## config.mk

```make
export PLATFORM = sky130hd
export DESIGN_NAME = voice_scheduler
export DESIGN_NICKNAME = d
export VERILOG_FILES = /design/src/rtl/synth_pkg.sv /design/src/rtl/voice_scheduler_phase_bank.sv /design/src/rtl/voice_scheduler.sv
export SDC_FILE = /design/constraint.sdc
export NUM_CORES = 1
export LEC_CHECK = 0
export CORE_ASPECT_RATIO = 0.8
export CORE_MARGIN = 8
export CORE_UTILIZATION = 35
export CTS_BUF_LIST = sky130_fd_sc_hd__clkbuf_8 sky130_fd_sc_hd__clkbuf_16
export CTS_CLUSTER_SIZE = 25
export DETAILED_ROUTE_END_ITERATION = 12
export GPL_TIMING_DRIVEN = 0
export PLACE_DENSITY_LB_ADDON = 0.1
export SLEW_MARGIN = 20
export SYNTH_ARGS = -nofsm -noshare
export SYNTH_HDL_FRONTEND = slang
export SYNTH_HIERARCHICAL = 1
export SYNTH_SLANG_ARGS = --single-unit
```

## constraint.sdc

```tcl
create_clock -name clk -period 6 [get_ports clk]
set_input_delay 0.9 -clock clk [delete_from_list [all_inputs] [get_ports clk]]
set_output_delay 0.9 -clock clk [all_outputs]
set_load 0.005 [all_outputs]
```

## src/rtl/synth_pkg.sv

```systemverilog
// Shared types and constants for the voice synthesis datapath.
package synth_pkg;

  // Width of one shaped voice sample and of the shaper saw input.
  localparam int unsigned SAMPLE_W = 8;

  // Waveform select presented to wave_shaper; OFF yields a zero sample.
  typedef enum logic [1:0] {
    OFF    = 2'b00,
    SQUARE = 2'b01,
    SAW    = 2'b10,
    TRI    = 2'b11
  } wave_form_t;

  // Scheduler control states: waiting for a tick, or walking the voices.
  typedef enum logic {
    IDLE = 1'b0,
    SCAN = 1'b1
  } scan_state_t;

endpackage

```

## src/rtl/voice_scheduler_phase_bank.sv

```systemverilog
// Per-voice phase accumulator storage: NV words, one combinational read
// port and one synchronous write port, cleared as a whole on reset.
module phase_bank #(
  parameter int unsigned NV      = 4,
  parameter int unsigned PHASE_W = 16
) (
  input  logic                   clk,
  input  logic                   rst,
  input  logic [$clog2(NV)-1:0]  rd_addr_i,
  output logic [PHASE_W-1:0]     rd_data_o,
  input  logic                   wr_en_i,
  input  logic [$clog2(NV)-1:0]  wr_addr_i,
  input  logic [PHASE_W-1:0]     wr_data_i
);

  logic [PHASE_W-1:0] mem_q [NV];

  // Phase storage: clear all voices on reset, otherwise single-word write.
  always_ff @(posedge clk) begin
    if (rst) begin
      for (int unsigned i = 0; i < NV; i++) begin
        mem_q[i] <= '0;
      end
    end else if (wr_en_i) begin
      mem_q[wr_addr_i] <= wr_data_i;
    end
  end

  // Read port is combinational so the scanned voice is available in its own cycle.
  always_comb begin
    rd_data_o = mem_q[rd_addr_i];
  end

endmodule

```

## src/rtl/voice_scheduler.sv

```systemverilog
// Time-shares one external wave_shaper among NV oscillator voices. Each
// sample_tick starts a scan of voices 0..NV-1 (one per clock); the shaped
// samples are summed and published as one mixed sample at the end of the scan.
module voice_scheduler
  import synth_pkg::*;
#(
  parameter int unsigned NV      = 4,
  parameter int unsigned PHASE_W = 16
) (
  input  logic                             clk,
  input  logic                             rst,
  input  logic                             sample_tick,
  input  logic [NV-1:0]                    voice_en,
  input  logic [NV*PHASE_W-1:0]            voice_inc,
  input  logic [NV*2-1:0]                  voice_form,
  output logic [SAMPLE_W-1:0]              shaper_saw,
  output logic [1:0]                       shaper_form,
  input  logic [SAMPLE_W-1:0]              shaper_wave,
  output logic [SAMPLE_W+$clog2(NV)-1:0]   mix_out,
  output logic                             mix_valid,
  output logic                             busy,
  output logic                             overrun
);

  localparam int unsigned   VW     = $clog2(NV);
  localparam int unsigned   MW     = SAMPLE_W + VW;
  localparam logic [VW-1:0] LAST_V = VW'(NV - 1);

  scan_state_t        state_q, state_d;
  logic [VW-1:0]      v_q, v_d;
  logic [MW-1:0]      acc_q, acc_d;
  logic [MW-1:0]      mix_q, mix_d;
  logic               valid_q, valid_d;
  logic               ovr_q, ovr_d;

  logic [PHASE_W-1:0] inc_arr  [NV];
  wave_form_t         form_arr [NV];

  logic               en_v;
  logic [PHASE_W-1:0] inc_v;
  wave_form_t         form_v;
  logic [MW-1:0]      acc_sum;

  logic [PHASE_W-1:0] ph_rd;
  logic [PHASE_W-1:0] ph_wr;
  logic               ph_we;

  phase_bank #(
    .NV      (NV),
    .PHASE_W (PHASE_W)
  ) u_phase_bank (
    .clk       (clk),
    .rst       (rst),
    .rd_addr_i (v_q),
    .rd_data_o (ph_rd),
    .wr_en_i   (ph_we),
    .wr_addr_i (v_q),
    .wr_data_i (ph_wr)
  );

  // Unpack the flattened per-voice configuration buses.
  always_comb begin
    for (int unsigned i = 0; i < NV; i++) begin
      inc_arr[i]  = voice_inc[i*PHASE_W +: PHASE_W];
      form_arr[i] = wave_form_t'(voice_form[i*2 +: 2]);
    end
  end

  // Select the configuration of the voice currently addressed by the scan index.
  always_comb begin
    en_v    = voice_en[v_q];
    inc_v   = inc_arr[v_q];
    form_v  = form_arr[v_q];
    acc_sum = acc_q + MW'(shaper_wave);
  end

  // Scan sequencing, accumulation, phase update and shaper drive.
  always_comb begin
    state_d     = state_q;
    v_d         = v_q;
    acc_d       = acc_q;
    mix_d       = mix_q;
    valid_d     = 1'b0;
    ovr_d       = ovr_q;
    ph_we       = 1'b0;
    ph_wr       = '0;
    shaper_saw  = '0;
    shaper_form = OFF;
    busy        = 1'b0;

    case (state_q)
      IDLE: begin
        if (sample_tick) begin
          state_d = SCAN;
          v_d     = '0;
          acc_d   = '0;
        end
      end

      SCAN: begin
        busy        = 1'b1;
        shaper_saw  = ph_rd[PHASE_W-1 -: SAMPLE_W];
        shaper_form = en_v ? form_v : OFF;

        // A tick during a scan is dropped but remembered as an overrun.
        if (sample_tick) begin
          ovr_d = 1'b1;
        end

        acc_d = acc_sum;
        ph_we = 1'b1;
        ph_wr = en_v ? (ph_rd + inc_v) : '0;

        if (v_q == LAST_V) begin
          state_d = IDLE;
          mix_d   = acc_sum;
          valid_d = 1'b1;
        end else begin
          v_d = v_q + VW'(1);
        end
      end

      default: begin
        state_d = IDLE;
      end
    endcase
  end

  // Control and mix registers with synchronous reset.
  always_ff @(posedge clk) begin
    if (rst) begin
      state_q <= IDLE;
      v_q     <= '0;
      acc_q   <= '0;
      mix_q   <= '0;
      valid_q <= 1'b0;
      ovr_q   <= 1'b0;
    end else begin
      state_q <= state_d;
      v_q     <= v_d;
      acc_q   <= acc_d;
      mix_q   <= mix_d;
      valid_q <= valid_d;
      ovr_q   <= ovr_d;
    end
  end

  // Registered outputs.
  always_comb begin
    mix_out   = mix_q;
    mix_valid = valid_q;
    overrun   = ovr_q;
  end

endmodule

```

==> results of run 1 <==
==> state kept, by name, summed over array words and instances (netlist names) <==
register / cells
u_phase_bank/mem_q: 64
acc_q: 10
state_q: 1
v_q: 2
mix_out: 10
overrun: 1
mix_valid: 1
==> kinds of logic after synthesis <==
kind of cell             count (synthesis)  share of synthesized area
flip-flops                              89                      0.436
AO/OA/AOI/OAI                           91                      0.112
adder cells (fa/ha/maj)                 26                     0.0612
buffers and inverters                   35                     0.0288
XOR/XNOR                                 8                     0.0126
AND/OR/NAND/NOR                        196                      0.200
multiplexers                            39                      0.149
==> layout by cell type, fill, tap and decap left out, types with 4 or more instances in the layout <==
master,n
sky130_fd_sc_hd__xnor2_1,5
sky130_fd_sc_hd__nor3_1,9
sky130_fd_sc_hd__edfxtp_1,64
sky130_fd_sc_hd__o21a_1,6
sky130_fd_sc_hd__nand4_1,4
sky130_fd_sc_hd__clkdlybuf4s50_1,109
sky130_fd_sc_hd__inv_1,8
sky130_fd_sc_hd__a21o_1,9
sky130_fd_sc_hd__mux4_2,35
sky130_fd_sc_hd__nand2b_1,8
sky130_fd_sc_hd__a31oi_1,5
sky130_fd_sc_hd__nor2_1,31
sky130_fd_sc_hd__clkbuf_1,13
sky130_fd_sc_hd__ha_1,24
sky130_fd_sc_hd__buf_2,7
sky130_fd_sc_hd__dfxtp_1,25
sky130_fd_sc_hd__nand3_1,11
sky130_fd_sc_hd__buf_6,4
sky130_fd_sc_hd__o21ai_0,11
sky130_fd_sc_hd__clkbuf_16,9
sky130_fd_sc_hd__nand2_1,27
sky130_fd_sc_hd__nor3b_1,8
sky130_fd_sc_hd__a21oi_1,28
sky130_fd_sc_hd__a211o_1,4
sky130_fd_sc_hd__and2_1,75
sky130_fd_sc_hd__and3_1,6
==> metal layers <==
layer | track usage | share of wire
met5 | 0 | 0
met1 | 0.217 | 0.47
met3 | 0.0469 | 0.065
met4 | 0.0299 | 0.0071
met2 | 0.254 | 0.46
==> worst min-delay path: cells and delay by family, from the launching register on <==
kind	cells	cell delay, ns
flip-flops	1	0.31
AND/OR/NAND/NOR	1	0.05
AO/OA/AOI/OAI	1	0.05
==> power breakdown <==
part	switching, µW	leakage [µW]	internal [µW]
Clock	253	0.000136	284
Combinational	193	0.00167	190
Sequential	11.4	0.000872	686
Total	458	0.00267	1160
==> final timing paths <==
check             start                   endpoint  slack [ns]  cells after the start
min          mix_out[4]                 mix_out[4]        0.46                      2
max reg2reg      v_q[1]  u_phase_bank/mem_q[1][10]        1.64                     10
min reg2reg  mix_out[4]                 mix_out[4]        0.46                      2
max              v_q[1]  u_phase_bank/mem_q[1][10]        1.64                     10
==> area by class of cell <==
cell class	instances	area [µm²]	area share
clock buffers	9	225	0.0312
well taps	215	269	0.0372
flip-flops and latches	89	2420	0.335
clock inverters	7	53.8	0.00745
multi-input cells	360	2980	0.413
plain buffers	27	130	0.0180
repair buffers	111	1110	0.154
inverters	8	30.0	0.00416
==> stage by stage <==
step                cells  cell area (µm²)  hold WS (ns)  total power, µW  setup WS, ns
global route          826             7230         0.477             1700          1.32
global placement      808             6920         0.446             1090          1.71
detailed placement    810             6950         0.450             1100          1.63
CTS                   826             7230         0.460             1640          1.59
floorplan             484             5560         0.453              951          2.36
finish                826             7230         0.459             1620          1.64
==> results.md, run 1 <==
- The flow ran to the end, and the final reports show no timing, DRC or antenna violations.
- The commonest cells after synthesis are sky130_fd_sc_hd__and2_1 (75), sky130_fd_sc_hd__edfxtp_1 (64), sky130_fd_sc_hd__mux4_2 (35).
- The final RePlAce weighted congestion is 0.880.
- The detailed placer's ending HPWL is 11.8 mm.
- The largest vdd supply drop is 135 µV.
- The first global-routing pass estimated 24.8 mm of wire.
- In this run the horizontal extent of the chip is 157 µm.
- The placeable core area is 15600 µm².
- At the pin with the least slew margin, the transition time is 0.847 ns.
- The clock-pin transition on the worst setup and hold timing paths is 0.07 ns.
- In the synthesized netlist the async set-or-reset flop fraction comes to 0.
- The number of antenna violations at the first check in global routing is 0.
- The post-route core utilization is 0.462.
- The timing-limited maximum frequency is 0.229 GHz.
- The number of distinct library cells after synthesis is 59.
- After routing, the total negative slack on setup checks comes to 0 ns.
- The number of max-slew violations in the final report is 0.
- The startpoint type of the worst setup path is a flip-flop.
- The largest stage delay on the critical path is 0.70 ns.
- The critical path in this run is classified as flip-flop to flip-flop.
- The most used flip-flop cell after synthesis is sky130_fd_sc_hd__edfxtp_1.
- The maximum clock insertion buffer count is 2.
- The number of gates given a new drive strength after cts is 0.
- The post-CTS repair timing setup buffer count is 0.
- In this run, synthesis inferred 64 flip-flops with an integrated enable.
- The worst-skew pair later-pin latency is 0.35 ns.
- Dividing the detail-routed via count by the number of cells gives 5.23.
- For this run, the register share of the synthesized area comes to 0.436.
- The synthesized design spends more area on one cell type than any other, namely sky130_fd_sc_hd__edfxtp_1.
- The number of top-level pins is 110.
- The worst setup path is captured at a flip-flop.
- The portion of synthesized cell area occupied by the leading cell type is 0.346.
- In this run the remaining antenna-violating nets after routing total 0.
- The type of the worst min-delay path is flip-flop to flip-flop.
- The number of endpoints failing setup at the final stage is 0.
- Measured along the y axis, the die boundary spans 129 µm.
- TritonCTS built the clock tree.
- The starting density of the core is 0.355.
- In this run, synthesis produced a sequential element count of 89.
- The signal on the critical path passes through clkbuf_1 > buf_1 > mux4_2 > ha_1 > a21oi_1 > o21ai_0 > o21bai_1 > a211oi_1 > nor4_1 > and2_1.
- The clock sink count is 89.
- The number of antenna diodes is 0.
- The total die area is 20200 µm².
- The data arrival time of the critical path is 4.57 ns.
- The row count is 41.
- The average instance area after synthesis is 11.5 µm².
- Counting both buffers and inverters, the worst setup path holds a total of 2.
- Detailed routing inserted a total of 4320 vias.
- The data required time at the worst endpoint is 6.21 ns.
- The cell family contributing the most delay on the critical path is buffers and inverters.
- The area growth from synthesis to layout is 30.0%.
- Headroom to the max-slew limit came out at 0.435.
- Summed over all layers, the routed wires come to 15.8 mm.
- Synthesis produced a netlist with a net count of 597.
- The final hold violation count is 0.
- The count of TritonRoute iterations in the first routing pass is 4.
- Dividing the final minimum period by the clock period gives 0.727.
- Of all nets on the critical path, the largest fanout is 10.
- The share of post-route cells with drive strength above 1 is 0.124.
- The number of clock buffers added by TritonCTS is 9.
- The H-tree generated during clock tree synthesis spans 3 levels.
- The global-route usage over all layers is 0.161.
- In this run the clock root is driven by a sky130_fd_sc_hd__clkbuf_16.
- The maximum number of pins on one net before global-route repair is 17.
- The slowest stage of the critical path belongs to the cell sky130_fd_sc_hd__buf_1.
- Across the run, the number of max-cap violations was 0.
- The post-detailed-route DRC marker count is 0.
- In the final routed layout, each cell accounts on average for 19.1 µm.
- The library cell with the highest instance count after synthesis is sky130_fd_sc_hd__and2_1.
- The cell area after technology mapping is 5560 µm².
- The number of fill cells in the layout is 1452.
- Power spread over the standard cell area amounts to 224 nW/µm².
- The number of global-route vias before repair was 4459.
- The residual overflow from global routing is 0.
- The reported leakage power is 0.00267 µW.
- Setup repair after global routing left no endpoint under its margin.
- The post-synthesis instance total is 484.
- The clock tree skew after final layout is 0.00845 ns.
- For this run, the number of Yosys warnings is 6.
- In this run, the number of DRC markers left after iteration 0 of detailed routing was 248.
- The number of buffers added on ports is 109.
- The routed design could run at a clock period as short as 4.36 ns.
- The final net count is 719.
- By area the synthesized netlist is led by sky130_fd_sc_hd__edfxtp_1 (35%), sky130_fd_sc_hd__mux4_2 (14%), sky130_fd_sc_hd__dfxtp_1 (9.0%), sky130_fd_sc_hd__and2_1 (8.4%), sky130_fd_sc_hd__ha_1 (5.4%).
- In this run, post-CTS hold repair placed 0 buffers.
(Power assumes the default switching activity.)
==> run 2, diff against run 1 <==
- clock period: 6 -> 4.4 ns (I/O delays scaled with it)
==> run 2 against run 1 <==
  * Routed wire length up 0.30%
  * Sequential power up 36%
  * Hold slack unchanged
  * Global-route usage unchanged
  * Register-to-register slack worse by 1.3 ns
  * Total power up 37%
  * Highest routed layer unchanged
==> results.md, run 2 (synthesis gave the netlist of run 1 again) <==
- The row count is 41 (unchanged).
- The data required time at the worst endpoint came to 4.50 ns (-1.71 ns).
- The min-delay analysis places its worst path in the category flip-flop to flip-flop.
- The worst setup path is captured at a flip-flop.
- TritonCTS built the clock tree.
- The total vias in the final route is 4344 (+0.56%).
- The sum of negative setup slack was 0 ns (unchanged).
- The final net count came to 719 (unchanged).
- The data arrival time of the critical path is 4.21 ns (-0.36 ns).
- The global-route wire length before repair is 24.8 mm (unchanged).
- The number of antenna violations at the first check in global routing is 0 (unchanged).
- The routed wire length on met3 was 906 µm (-12%).
- The die width is 157 µm (unchanged).
- The starting density of the core is 0.355 (unchanged).
- Setup repair after global routing left no endpoint under its margin.
- The final critical delay including setup and external delays is 4.11 ns (-0.253 ns).
- The clock tree skew after final layout is 0.00792 ns (-0.000527 ns).
- The timing-limited maximum frequency is 0.243 GHz (+6.2%).
- The detailed placer's ending HPWL was 11.8 mm (unchanged).
- The number of max-slew violations in the final report is 0 (unchanged).
- The number of max-capacitance violations reported was 0 (unchanged).
- The antenna violation net count after detailed routing is 0 (unchanged).
- The top cell types in the final layout, fill and taps aside, are sky130_fd_sc_hd__clkdlybuf4s50_1 (109), sky130_fd_sc_hd__and2_1 (75), sky130_fd_sc_hd__edfxtp_1 (64).
- The H-tree level count is 3 (unchanged).
- The number of top-level pins is 110 (unchanged).
- The post-placement cell count is 810 (unchanged).
- The vertical extent of the die is 129 µm (unchanged).
- The wire length on met2 is 7.25 mm (-0.40%).
- The startpoint type of the worst setup path is a flip-flop.
- The post-route core utilization is 0.463 (+0.000880).
- The total power density per cell area is 305 nW/µm² (+36%).
- The residual overflow from global routing was 0 (unchanged).
- On the critical path the largest part of the delay comes from multiplexers.
- The number of endpoints failing setup at the final stage is 0 (unchanged).
- The met1 layer wirelength in the final routing came to 7.56 mm (+2.6%).
- The post-detailed-route DRC marker count came to 0 (unchanged).
- The share of post-route cells with drive strength above 1 is 0.128 (+0.00327).
- The number of global-route vias before repair came to 4459 (unchanged).
- The worst-margin pin slew came to 0.729 ns (-0.118 ns).
- The largest vdd supply drop is 184 µV (+36%).
- The routed wirelength normalized by instance count came to 19.2 µm (+0.30%).
- Counting flops per register, the top entry is u_phase_bank/mem_q.
- In this run the clock root is driven by a sky130_fd_sc_hd__clkbuf_16.
- The detailed router's first-iteration violation count is 257 (+3.6%).
- In this run the critical register-to-register path is launched from v_q[0].
- The slack of the worst reg-to-reg path is 0.29 ns (-1.35 ns).
- The clock sink count came to 89 (unchanged).
- The number of antenna diodes is 0 (unchanged).
- The clock-pin transition on the worst setup and hold timing paths was 0.07 ns (about the same).
- The worst-skew pair later-pin latency is 0.35 ns (about the same).
- The maximum number of pins on one net before global-route repair is 17 (unchanged).
- Traced cell by cell, the critical path runs through buf_2 > mux4_2 > ha_1 > fa_1 > a21o_1 > a311oi_2 > nor2_1 > a221oi_1 > mux2_2 > and2_1.
- The maximum fanout count along the critical path is 11 (+1).
- The final RePlAce weighted congestion is 0.880 (unchanged).
- The reported leakage power is 0.00268 µW (+0.12%).
- The quantity of hold-fixing buffers added after cts is 0 (unchanged).
- The total die area is 20200 µm² (unchanged).
- The count of TritonRoute iterations in the first routing pass is 4 (unchanged).
- The slowest stage of the critical path is the sky130_fd_sc_hd__dfxtp_1 cell.
- The flip-flop count of the largest register, all copies and words added is 64 (unchanged).
- The final hold violation count was 0 (unchanged).
- In this run the most critical hold path is launched from mix_out[4].
- The maximum clock insertion buffer count is 2 (unchanged).
- The non-filler instance count after layout is 826 (unchanged).
- The run finished with clean final reports.
- The number of buffers and inverters on the critical path is 1 (-1).
- The final clock period utilization by the worst path is 0.933 (+0.207).
- The per-cell via count in the routed design is 5.26 (+0.56%).
- The number of buffers created by CTS is 9 (unchanged).
- The global-route usage over all layers was 0.161 (unchanged).
- The wire length after detailed routing was 15.8 mm (+0.30%).
- The largest stage delay on the critical path is 0.63 ns (-0.07 ns).
- The area growth from synthesis to final layout is 30.3%.
- The most frequent standard cell in the layout excluding fill and tap cells is sky130_fd_sc_hd__clkdlybuf4s50_1.
- The most critical setup path has its startpoint at v_q[0].
- The placeable core area was 15600 µm² (unchanged).
- The type of the setup path with the least slack is flip-flop to flip-flop.
- The number of buffers added on ports is 109 (unchanged).
- The worst slew margin relative to its limit is 0.513 (+0.0783).
- The highest metal layer with signal wires is met4.
==> run 2: cell type report <==
class / count / area, µm²
Sequential cell: 89 / 2420
Multi-Input combinational cell: 360 / 2990
Inverter: 8 / 30.0
Clock inverter: 7 / 53.8
Timing Repair Buffer: 111 / 1110
Clock buffer: 9 / 225
Buffer: 27 / 138
Fill cell: 1449 / 8410
Tap cell: 215 / 269
==> run 2: worst register-to-register path, delay by kind of cell (launching register included) <==
kind,cells,cell delay (ns)
muxes,2,0.96
DFF,1,0.63
adders and majority gates,2,0.64
and+or+nand+nor,2,0.30
buffers and inverters,1,0.43
AOI/OAI and AO/OA,3,0.89
==> run 2: power breakdown <==
group          switching, µW  total [µW]  leakage [µW]  internal, µW
clock network            347         734      0.000136           387
registers               15.6         951      0.000872           935
logic                    265         525       0.00167           260
==> run 2: final timing paths <==
path	end	cells past startpoint
max reg2reg	u_phase_bank/mem_q[3][14]	10
min	mix_out[4]	2
max	u_phase_bank/mem_q[3][14]	10
min reg2reg	mix_out[4]	2
==> run 2: metal layers <==
| layer | vias up | track usage |
|---|---|---|
| met4 | 0 | 0.0299 |
| li1 | 2088 | - |
| met2 | 116 | 0.254 |
| met5 | - | 0 |
| met1 | 2133 | 0.217 |
| met3 | 7 | 0.0469 |
==> run 2: repair_timing <==
action                     in CTS  in global routing
pin swaps                       0                  0
buffers inserted                0                  0
resized for setup               2                  1
hold endpoints to repair        0                  0
setup endpoints to repair       2                  4
==> run 2: through the flow <==
step           total power [µW]  hold WS [ns]  worst slack, ns  area, µm²
2_1_floorplan              1300         0.453            0.764       5560
3_3_place_gp               1490         0.446            0.107       6920
3_5_place_dp               1490         0.450           0.0301       6950
4_1_cts                    2240         0.460            0.189       7230
5_1_grt                    2320         0.477           0.0202       7240
6_report                   2210         0.459            0.293       7240
==> run 3, diff against run 2 <==
- CAP_MARGIN: unset -> 10
- SETUP_SLACK_MARGIN: unset -> 0.5
==> run 3 against run 2 <==
  * Die area is the same
  * Critical endpoint unchanged
  * Count of clock-buffer cells in the layout is the same
  * Critical path depth stayed put
  * Via count shrank 1.0%
  * Largest power group unchanged
  * Total power barely moved
  * Clock power about the same
  * Combinational power is essentially flat
  * Fmax up 12%
==> results.md, run 3 (synthesis gave the netlist of run 1 again) <==
- The flow ran to the end, and the final reports show no timing, DRC or antenna violations.
- The quantity of hold-fixing buffers added after cts is 0 (unchanged).
- The starting density of the core is 0.355 (unchanged).
- The category of the worst setup path capture point is a flip-flop.
- The post-placement cell count is 810 (unchanged).
- The total power density per cell area is 305 nW/µm² (-0.12%).
- The slack of the worst reg-to-reg path is 0.73 ns (+0.43 ns).
- The total vias in the final route is 4299 (-1.0%).
- The timing-limited maximum frequency was 0.272 GHz (+12%).
- The maximum clock insertion buffer count came to 2 (unchanged).
- The number of max-slew violations in the final report is 0 (unchanged).
- The H-tree level count came to 3 (unchanged).
- The number of max-capacitance violations reported was 0 (unchanged).
- The sum of negative setup slack came to 0 ns (unchanged).
- Clock tree synthesis selected as its root buffer the cell sky130_fd_sc_hd__clkbuf_16.
- The post-detailed-route DRC marker count was 0 (unchanged).
- The library cell used most frequently in the layout, excluding fill and tap cells, is sky130_fd_sc_hd__clkdlybuf4s50_1.
- The largest vdd supply drop came to 185 µV (+0.18%).
- The non-filler instance count after layout is 826 (unchanged).
- The die width is 157 µm (unchanged).
- The number of antenna violations at the first check in global routing is 0 (unchanged).
- The final critical delay including setup and external delays was 3.67 ns (-0.434 ns).
- The detailed placer's ending HPWL is 11.8 mm (unchanged).
- The final hold violation count is 0 (unchanged).
- The largest stage delay on the critical path was 0.52 ns (-0.11 ns).
- The wire length after detailed routing came to 15.9 mm (+0.11%).
- The path with the worst hold slack has its endpoint at mix_out[4].
- The maximum number of pins on one net before global-route repair is 17 (unchanged).
- The number of cells on the worst reg-to-reg path came to 10 (unchanged).
- The detailed router's first-iteration violation count came to 264 (+2.7%).
- The placeable core area is 15600 µm² (unchanged).
- The worst-skew pair later-pin latency is 0.35 ns (about the same).
- Tracing the worst setup path back leads to its startpoint at v_q[0].
- The worst slew margin relative to its limit is 0.513 (about the same).
- The critical path goes through buf_6 > mux4_2 > ha_1 > fa_1 > a21o_1 > a311oi_2 > nor2_1 > a221oi_1 > mux2_2 > and2_1.
- The final net count came to 719 (unchanged).
- The register bank with the most flops is u_phase_bank/mem_q.
- The CTS tree is yes.
- The share of post-route cells with drive strength above 1 is 0.134 (+0.00655).
- The routed wirelength normalized by instance count is 19.2 µm (+0.11%).
- The cell depth of the worst min-delay path came to 2 (unchanged).
- The number of fill cells in the layout is 1445 (-0.28%).
- The vertical extent of the die is 129 µm (unchanged).
- The path class of the tightest hold or removal check is flip-flop to flip-flop.
- The area growth from synthesis to final layout is 30.5%.
- The row count is 41 (unchanged).
- The data arrival time of the critical path came to 3.78 ns (-0.43 ns).
- The count of TritonRoute iterations in the first routing pass is 4 (unchanged).
- The startpoint identified for the worst register-to-register timing path is v_q[0].
- The final clock period utilization by the worst path is 0.835 (-0.0986).
- The number of top-level pins was 110 (unchanged).
- Setup repair after global routing left no endpoint under its margin.
- The residual overflow from global routing is 0 (unchanged).
- The worst setup path is launched from a flip-flop.
- The clock-pin transition on the worst setup and hold timing paths is 0.07 ns (about the same).
- The global-route wire length before repair came to 24.8 mm (unchanged).
- The highest-delay cell along the critical path is sky130_fd_sc_hd__mux4_2.
- The data required time at the worst endpoint was 4.50 ns (about the same).
- The maximum fanout count along the critical path is 11 (unchanged).
- The flip-flop count of the largest register, all copies and words added is 64 (unchanged).
- The hold path startpoint is mix_out[4].
- The number of antenna diodes was 0 (unchanged).
- The reported leakage power is 0.00269 µW (+0.48%).
- The number of endpoints failing setup at the final stage came to 0 (unchanged).
- The antenna violation net count after detailed routing is 0 (unchanged).
- The final RePlAce weighted congestion came to 0.880 (unchanged).
- The type of the setup path with the least slack is flip-flop to flip-flop.
- The total die area is 20200 µm² (unchanged).
- The per-cell via count in the routed design is 5.20 (-1.0%).
- The endpoint of the most critical register-to-register path is u_phase_bank/mem_q[3][14].
- The number of buffers created by CTS is 9 (unchanged).
- The worst-margin pin slew is 0.730 ns (+0.000663 ns).
- The number of buffers added on ports came to 109 (unchanged).
- The top cell types in the final layout, fill and taps aside, are sky130_fd_sc_hd__clkdlybuf4s50_1 (109), sky130_fd_sc_hd__and2_1 (75), sky130_fd_sc_hd__edfxtp_1 (64).
- The clock sink count was 89 (unchanged).
- The global-route usage over all layers is 0.161 (unchanged).
- The number of global-route vias before repair is 4459 (unchanged).
- The clock tree skew after final layout came to 0.00762 ns (-0.000296 ns).
==> run 3: per-layer routing <==
layer,wire [µm],up-vias,global-route usage,part of all wire
li1,-,2088,-,-
met1,7570,2090,0.217,0.48
met2,7220,112,0.254,0.46
met3,939,9,0.0469,0.059
met4,125,0,0.0299,0.0079
met5,0,-,0,0
==> run 3: worst max-delay path by stage <==
stage	depth (start not counted)	endpoint	slack [ns]
CTS	10	u_phase_bank/mem_q[1][14]	0.55
floorplan	10	u_phase_bank/mem_q[1][14]	0.76
global placement	10	u_phase_bank/mem_q[0][10]	0.11
global route	10	u_phase_bank/mem_q[1][14]	0.57
detailed placement	10	u_phase_bank/mem_q[0][10]	0.03
finish	10	u_phase_bank/mem_q[3][14]	0.73
==> run 3: cell type report <==
| type | count | area (µm²) | share of cell area |
|---|---|---|---|
| tap | 215 | 269 | 0.0371 |
| buffer | 27 | 139 | 0.0191 |
| sequential | 89 | 2430 | 0.335 |
| inverter | 8 | 30.0 | 0.00414 |
| clock inverter | 7 | 53.8 | 0.00742 |
| multi-input combinational | 360 | 3000 | 0.413 |
| clock buffer | 9 | 225 | 0.0311 |
| timing repair buffer | 111 | 1110 | 0.154 |
==> run 3: repair_timing <==
item                                    in CTS  in global routing
buffers inserted                             0                  0
gates resized for setup                      6                  6
pin swaps                                    0                  0
endpoints found under the setup margin      32                 20
==> run 3: report_power, final <==
part           internal (µW)  total, µW  switching, µW
logic                    262        528            266
clock network            387        733            346
registers                935        951           15.9
total                   1580       2210            628
==> run 3: per-stage QoR <==
step	util	total power, µW	hold slack [ns]	area, µm²	setup WS, ns
global route	0.464	2320	0.477	7250	0.566
floorplan	-	1300	0.453	5560	0.764
CTS	0.463	2240	0.460	7240	0.554
global placement	0.442	1490	0.446	6920	0.107
finish	0.464	2210	0.459	7250	0.727
detailed placement	0.444	1490	0.450	6950	0.0301
==> run 3: critical path, delay by kind of cell, from the launching register on <==
family | cells | cell delay, ns
multiplexers | 2 | 0.92
AO/OA/AOI/OAI | 3 | 0.90
adder cells (fa/ha/maj) | 2 | 0.64
flip-flops | 1 | 0.44
AND/OR/NAND/NOR | 2 | 0.30
buffers and inverters | 1 | 0.21
